## src/rtl/keccak_arbiter.sv

```systemverilog
// Round-robin arbiter sharing one keccak core among NUM_REQ requesters.
// A grant holds for a whole job: input stream into the core, then out_len words back.
module keccak_arbiter #(
  parameter int NUM_REQ = 4,
  parameter int W       = 64,
  parameter int LEN_W   = 16
) (
  input  logic                     clk,
  input  logic                     rst,
  input  logic [NUM_REQ-1:0]       req_valid,
  output logic [NUM_REQ-1:0]       req_ready,
  input  logic [NUM_REQ-1:0]       req_last,
  input  logic [NUM_REQ*W-1:0]     req_data,
  input  logic [NUM_REQ*LEN_W-1:0] req_out_len,
  output logic [NUM_REQ-1:0]       rsp_valid,
  input  logic [NUM_REQ-1:0]       rsp_ready,
  output logic [W-1:0]             rsp_data,
  output logic [NUM_REQ-1:0]       grant,
  output logic                     busy,
  output logic                     core_valid_n,
  output logic                     core_ready_n,
  output logic [W-1:0]             core_data_in,
  input  logic                     core_ready_out,
  input  logic                     core_valid_out,
  input  logic [W-1:0]             core_data_out
);

  localparam int IDX_W = (NUM_REQ > 1) ? $clog2(NUM_REQ) : 1;

  typedef enum logic [1:0] {
    IDLE,
    FEED,
    DRAIN
  } state_t;

  state_t             state_q, state_d;
  logic [IDX_W-1:0]   owner_q, owner_d;
  logic [IDX_W-1:0]   rr_q, rr_d;
  logic [LEN_W-1:0]   out_cnt_q, out_cnt_d;

  logic [IDX_W-1:0]   winner;
  logic [IDX_W-1:0]   owner_next;
  logic [LEN_W-1:0]   winner_len;
  logic [NUM_REQ-1:0] owner_onehot;
  logic               any_req;
  logic               own_valid;
  logic               own_last;
  logic               own_rsp_ready;
  logic               feed_xfer;
  logic               drain_xfer;

  // Scan downward so the last hit is the closest requester at or after rr_q.
  always_comb begin
    logic [IDX_W:0] sum;
    winner  = rr_q;
    any_req = 1'b0;
    sum     = '0;
    for (int k = NUM_REQ - 1; k >= 0; k--) begin
      sum = {1'b0, rr_q} + (IDX_W + 1)'(k);
      if (sum >= (IDX_W + 1)'(NUM_REQ)) begin
        sum = sum - (IDX_W + 1)'(NUM_REQ);
      end
      if (req_valid[sum[IDX_W-1:0]]) begin
        winner  = sum[IDX_W-1:0];
        any_req = 1'b1;
      end
    end
  end

  always_comb begin
    winner_len   = '0;
    core_data_in = '0;
    owner_onehot = '0;
    for (int i = 0; i < NUM_REQ; i++) begin
      if (winner == IDX_W'(i)) begin
        winner_len = req_out_len[i*LEN_W +: LEN_W];
      end
      if (owner_q == IDX_W'(i)) begin
        core_data_in    = req_data[i*W +: W];
        owner_onehot[i] = 1'b1;
      end
    end
  end

  assign own_valid     = req_valid[owner_q];
  assign own_last      = req_last[owner_q];
  assign own_rsp_ready = rsp_ready[owner_q];
  assign owner_next    = (owner_q == IDX_W'(NUM_REQ - 1)) ? '0 : owner_q + 1'b1;

  assign busy     = (state_q != IDLE);
  assign grant    = busy ? owner_onehot : '0;
  assign rsp_data = core_data_out;

  always_comb begin
    state_d      = state_q;
    owner_d      = owner_q;
    rr_d         = rr_q;
    out_cnt_d    = out_cnt_q;
    req_ready    = '0;
    rsp_valid    = '0;
    core_valid_n = 1'b1;
    core_ready_n = 1'b1;
    feed_xfer    = 1'b0;
    drain_xfer   = 1'b0;
    case (state_q)
      IDLE: begin
        if (any_req) begin
          state_d   = FEED;
          owner_d   = winner;
          out_cnt_d = winner_len;
        end
      end
      FEED: begin
        feed_xfer    = own_valid & core_ready_out;
        req_ready    = owner_onehot & {NUM_REQ{core_ready_out}};
        core_valid_n = ~feed_xfer;
        // A zero-length job skips DRAIN, so the pointer must advance here too.
        if (feed_xfer && own_last) begin
          if (out_cnt_q == '0) begin
            state_d = IDLE;
            rr_d    = owner_next;
          end else begin
            state_d = DRAIN;
          end
        end
      end
      DRAIN: begin
        core_ready_n = ~own_rsp_ready;
        rsp_valid    = owner_onehot & {NUM_REQ{core_valid_out}};
        drain_xfer   = core_valid_out & own_rsp_ready;
        if (drain_xfer) begin
          out_cnt_d = out_cnt_q - 1'b1;
          if (out_cnt_q == LEN_W'(1)) begin
            state_d = IDLE;
            rr_d    = owner_next;
          end
        end
      end
      default: state_d = IDLE;
    endcase
  end

  always_ff @(posedge clk or negedge rst) begin
    if (!rst) begin
      state_q   <= IDLE;
      owner_q   <= '0;
      rr_q      <= '0;
      out_cnt_q <= '0;
    end else begin
      state_q   <= state_d;
      owner_q   <= owner_d;
      rr_q      <= rr_d;
      out_cnt_q <= out_cnt_d;
    end
  end

endmodule

```

## config.mk

```make
export PLATFORM = sky130hd
export DESIGN_NAME = keccak_arbiter
export DESIGN_NICKNAME = d
export VERILOG_FILES = /design/src/rtl/keccak_arbiter.sv
export SDC_FILE = /design/constraint.sdc
export NUM_CORES = 1
export LEC_CHECK = 0
export BUFFER_PORTS_ARGS = -buffer_cell sky130_fd_sc_hd__buf_2
export CAP_MARGIN = 5
export CORE_AREA = 2 2 213 215
export CTS_BUF_LIST = sky130_fd_sc_hd__clkbuf_4 sky130_fd_sc_hd__clkbuf_8
export CTS_CLUSTER_SIZE = 24
export DETAILED_ROUTE_END_ITERATION = 10
export DIE_AREA = 0 0 215 217
export PLACE_DENSITY = 0.41
export SLEW_MARGIN = 20
export SYNTH_ARGS = -nofsm -noshare
export SYNTH_HDL_FRONTEND = slang
export SYNTH_SLANG_ARGS = --single-unit
```

## constraint.sdc

```tcl
create_clock -name clk -period 2.3 [get_ports clk]
set_clock_uncertainty 0.2 [all_clocks]
set_input_delay 0.46 -clock clk [delete_from_list [all_inputs] [get_ports clk]]
set_output_delay 0.46 -clock clk [all_outputs]
set_load 0.1 [all_outputs]
```

== Word-level counts from Yosys, hierarchy flattened ==
Cells that the tools add are included.
Word-level totals
  bits in registers: 22
  input port bits: 400
  output and inout port bits: 143
  logic and storage cells: 112
Operators by class
  add/sub/neg operators: 9
  order comparisons: 9
  equality and inequality tests: 14
  mux-type cells: 58
  bitwise operators: 6
  reductions and logical operators: 12
Operators with widths (count)
  two-way mux 64 bit: 4
  two-way mux 16 bit: 6
  two-way mux 2 bit: 18
  one-hot mux 16 bit (2 select lines): 1
  two-way mux 1 bit: 17
  == test 16 x 1 -> 1 bit, second input constant: 1
  zero test 16 bit: 1
  subtractor 16 x 1 -> 16 bit, second input constant: 1
  < comparator 2 x 3 -> 1 bit, second input constant: 5
  binary-select mux 1 bit (select 2 bit): 7
  two-way mux 4 bit: 3
  == test 2 bit, second input constant: 5
  inequality test 2 bit, second input constant: 5
  >= comparator 3 bit, second input constant: 3
  AND 4 bit: 2
  subtractor 2 x 1 -> 2 bit, second input constant: 4
  adder 2 x 2 -> 3 bit, second input constant: 2
  == test 2 x 1 -> 1 bit, second input constant: 3
  zero test 2 bit: 3
  one-hot mux 2 bit (3 select lines): 1
  nonzero test 2 bit: 3
  AND reduction 5 bit: 1
  one-hot mux 2 bit (2 select lines): 1
  AND reduction 4 bit: 1
  other kinds (8): 10

== Logic depth before layout (Yosys ltp) ==
  word-level depth: 16
  depth in mapped cells: 10
  mapped depth without buffers: 8

== Least setup slack after synthesis ==
Ideal clock, no wire load.
  path type: flip-flop to output port
  start point: register owner_q[1]
  end point: output core_data_in[2]
  data arrival time: 3802 ps
  data required time: 1640 ps
  path slack: -2162 ps
  cell stages (with the launch flop): 11
  path buffers: 3
  cell sequence: dfrtp_1 -> inv_1 -> ha_1 -> clkbuf_1 -> nor2b_1 -> clkbuf_1 -> clkbuf_1 -> a22oi_1 -> nor2_1 -> a21oi_1 -> o21ai_0
Between the ends
  longest elaborated chain between the ends: 5
  elaborated cells between the ends (all ways): 8
  those cells by class: 3 x eq/ne; 4 x mux; 1 x reduce/logical
Ends and longest elaborated chain
  start, declared: RTL line 37  | logic [IDX_W-1:0] owner_q, owner_d;
  start signal, assigned: RTL line 151  | owner_q <= owner_d;
  zero test 2 bit: RTL line 78  | if (owner_q == IDX_W'(i)) begin
  two-way mux 64 bit (3 in series): RTL line 78
  two-way mux 64 bit (*): RTL line 78
  end, declared: RTL line 22  | output logic [W-1:0] core_data_in,
Every way passes the cells marked *; elsewhere a longest branch is shown, timed or not.

== Worst setup path in the final report ==
  start point: register owner_q[0]
  end point: output core_data_in[63]
Same word-level chain as after synthesis.

==> flow_metrics.py <==
metrics = {
    "floorplanning": {
        "core_mm2": 0.0447,
        "dieArea_mm2": 0.0467,
        "start_util": 0.0956,
        "pin_count": 543,
        "rows": 78,
        "die_h_um": 217,
        "die_w_um": 215,
    },
    "global_routing": {
        "use_met3": 0.0226,
        "grtUsageTotal": 0.113,
        "first_global_vias": 6455,
        "antenna_found_initial": 4,
        "grt_util_met2": 0.197,
        "overflow": 0,
        "grt_max_degree": 51,
        "grt_use_met1": 0.145,
        "grt_pass1_wl_mm": 40.7,
        "top_usage_layer": "met2",
    },
    "setup_path": {
        "worstSetupEndpointType": "output pin",
        "cp-start-kind": "flip-flop",
        "crit_required_ns": 1.64,
        "crit_arrival_ns": 2.12,
        "crit_type": "flip-flop to output pin",
        "crit_fanout": 8,
        "r2r_cells": 6,
    },
    "clock_network": {
        "cts_tree": "yes",
        "cts_sinks": 22,
        "clk_latency_ns": 0.27,
        "cts_buffer_depth": 2,
        "cts_inserted_buffers": 3,
        "root_buffer": "clkbuf_8",
        "h-tree-depth": 1,
        "cts.clk_slew.worst_paths_ns": 0.09,
    },
    "hold_path": {
        "worstHoldPathCells": 3,
        "hold_path_class": "input port to flip-flop",
    },
    "timing": {
        "hold_violations": 0,
        "fmax_mhz": 359,
        "setup_viol": 80,
        "tns_ns": -30.19,
        "tightest_slew_ns": 0.574,
        "worst_slack_ns": -0.484,
        "grt_setup_unrepaired": "true",
        "fin_crit_ns": 2.78,
        "fin_crit_sh": 1.21,
        "maxSlewViolCount": 0,
        "hold_slack_ns": 0.282,
        "slew_headroom": 0.618,
    },
    "synth": {
        "synth_nets": 1069,
        "ys.flop_type": "dfrtp_1",
        "ys_seq_elements": 22,
        "syn_area_mm2": 0.00428,
        "synth_edf_count": 0,
        "synthCells": 662,
        "synth_area_leaders": "dfrtp_1 13%, buf_4 11%, a22oi_1 11%",
        "yosysTopAreaCell": "dfrtp_1",
        "yosysMostFrequentCell": "o21ai_0",
        "synth_top_area_frac": 0.129,
        "async_reset_ff_frac": 1.00,
        "synthTopCellsByCount": "84 x o21ai_0, 83 x nor2_1, 79 x nand2_1, 75 x a21oi_1, 64 x buf_4",
        "seq_area_frac_synth": 0.129,
        "synth_cell_type_count": 47,
        "avgSynthCellArea_um2": 6.46,
        "ys_warn_count": 0,
    },
    "power_and_ir_drop": {
        "peakVddDrop_mv": 1.04,
        "p_per_area_mw_per_mm2": 2050,
        "power_mw": 21.2,
        "p_leak_nw": 4.45,
    },
    "drt": {
        "ant_nets": 0,
        "via_per_inst": 3.94,
        "wl_per_cell_um": 17.6,
        "dr.first_iter.drc_count": 253,
        "routed-via-count": 6617,
        "drcViolationCount": 0,
        "routed_wl_mm": 29.5,
        "first_pass_iters": 5,
    },
    "run_status": {
        "status": "finished, violations left",
        "violations": "negative setup slack",
    },
    "finish": {
        "areaGrowthSynthToFinish_pct": 141,
        "layout-drive-gt1-share": 0.674,
        "fillers": 4985,
        "final_core_util": 0.231,
        "num-nets-final": 1488,
    },
    "placed_design": {
        "io_buffers": 414,
        "gp_congestion": 0.821,
        "dp_hpwl_mm": 22.6,
    },
    "job": {
        "drv_cap": 0,
    },
}
[layout make-up]
type	count	area, um2	share of cell area
well taps	600	751	0.0727
multi-input cells	513	4260	0.412
clock buffers	4	48.8	0.00473
repair buffers	532	4670	0.453
diodes	1	2.50	0.000242
inverters	9	36.3	0.00352
flip-flops and latches	22	553	0.0536
[routing by layer]
layer / vias to the layer above / part of all wire
li1: 3157 / -
met1: 3124 / 0.42
met2: 302 / 0.48
met3: 32 / 0.072
met4: 2 / 0.021
met5: - / 0.00044
[sequential cells by signal (all words and copies together) (netlist names)]
register / count
owner_q: 2
state_q: 2
rr_q: 2
out_cnt_q: 16
[kinds of logic after synthesis]
| group | count (synthesis) | share of synthesized area |
|---|---|---|
| buffers and inverters | 127 | 0.169 |
| flip-flops | 22 | 0.129 |
| multiplexers | 37 | 0.100 |
| AND/OR/NAND/NOR | 215 | 0.222 |
| adder cells (fa/ha/maj) | 7 | 0.0205 |
| AO/OA/AOI/OAI | 254 | 0.360 |
[report_power, final]
group | internal (mW) | total [mW] | switching (mW)
registers | 0.562 | 0.727 | 0.165
clock network | 0.136 | 0.278 | 0.142
logic | 7.66 | 20.2 | 12.5
[stage by stage]
stage	cells	worst slack (ns)	instance area (um2)
3_3_place_gp	1640	-0.307	9220
5_1_grt	1680	-0.570	10300
4_1_cts	1674	-0.522	9980
3_5_place_dp	1640	-0.326	9220
6_report	1681	-0.484	10300
2_1_floorplan	662	-0.360	5130
[worst paths after layout]
kind	startpoint	end	slack, ns
setup / recovery	owner_q[0]	core_data_in[63]	-0.48
hold / removal	req_out_len[24]	out_cnt_q[8]	0.28
setup reg to reg	out_cnt_q[8]	rr_q[0]	-0.24
hold reg to reg	out_cnt_q[5]	out_cnt_q[5]	0.33
max in group asynchronous	rst	owner_q[1]	0.99
min in group asynchronous	rst	out_cnt_q[5]	0.51
[worst max-delay path, cell delays in order (launching register included)]
cell	delay [ns]
dfrtp_2	0.44
buf_6	0.13
ha_4	0.16
nor2b_4	0.18
buf_12	0.17
buf_12	0.14
a22oi_2	0.06
nor2_2	0.14
a21oi_2	0.06
o21ai_4	0.18
buf_12	0.19
[layout by cell type (no fill, tap or decap), types with 17 or more instances in the layout]
cell | Yosys | routed
a21oi_1 | 75 | 41
a21oi_2 | 0 | 34
a22oi_1 | 63 | 49
buf_12 | 0 | 97
buf_2 | 4 | 336
buf_4 | 64 | 73
dfrtp_1 | 22 | 20
mux2i_1 | 26 | 17
nand2_1 | 79 | 75
nor2_1 | 83 | 73
o21ai_4 | 0 | 65
[repair_timing]
| action | CTS | global route |
|---|---|---|
| pin swaps | 12 | 29 |
| endpoints found under the hold margin | 11 | 0 |
| gates resized for setup | 84 | 64 |
| setup buffers | 22 | 5 |
| setup endpoints to repair | 91 | 93 |
| hold buffers | 1 | 0 |
| gates cloned | 8 | 4 |
No activity file was read; power rests on OpenSTA's default activity.
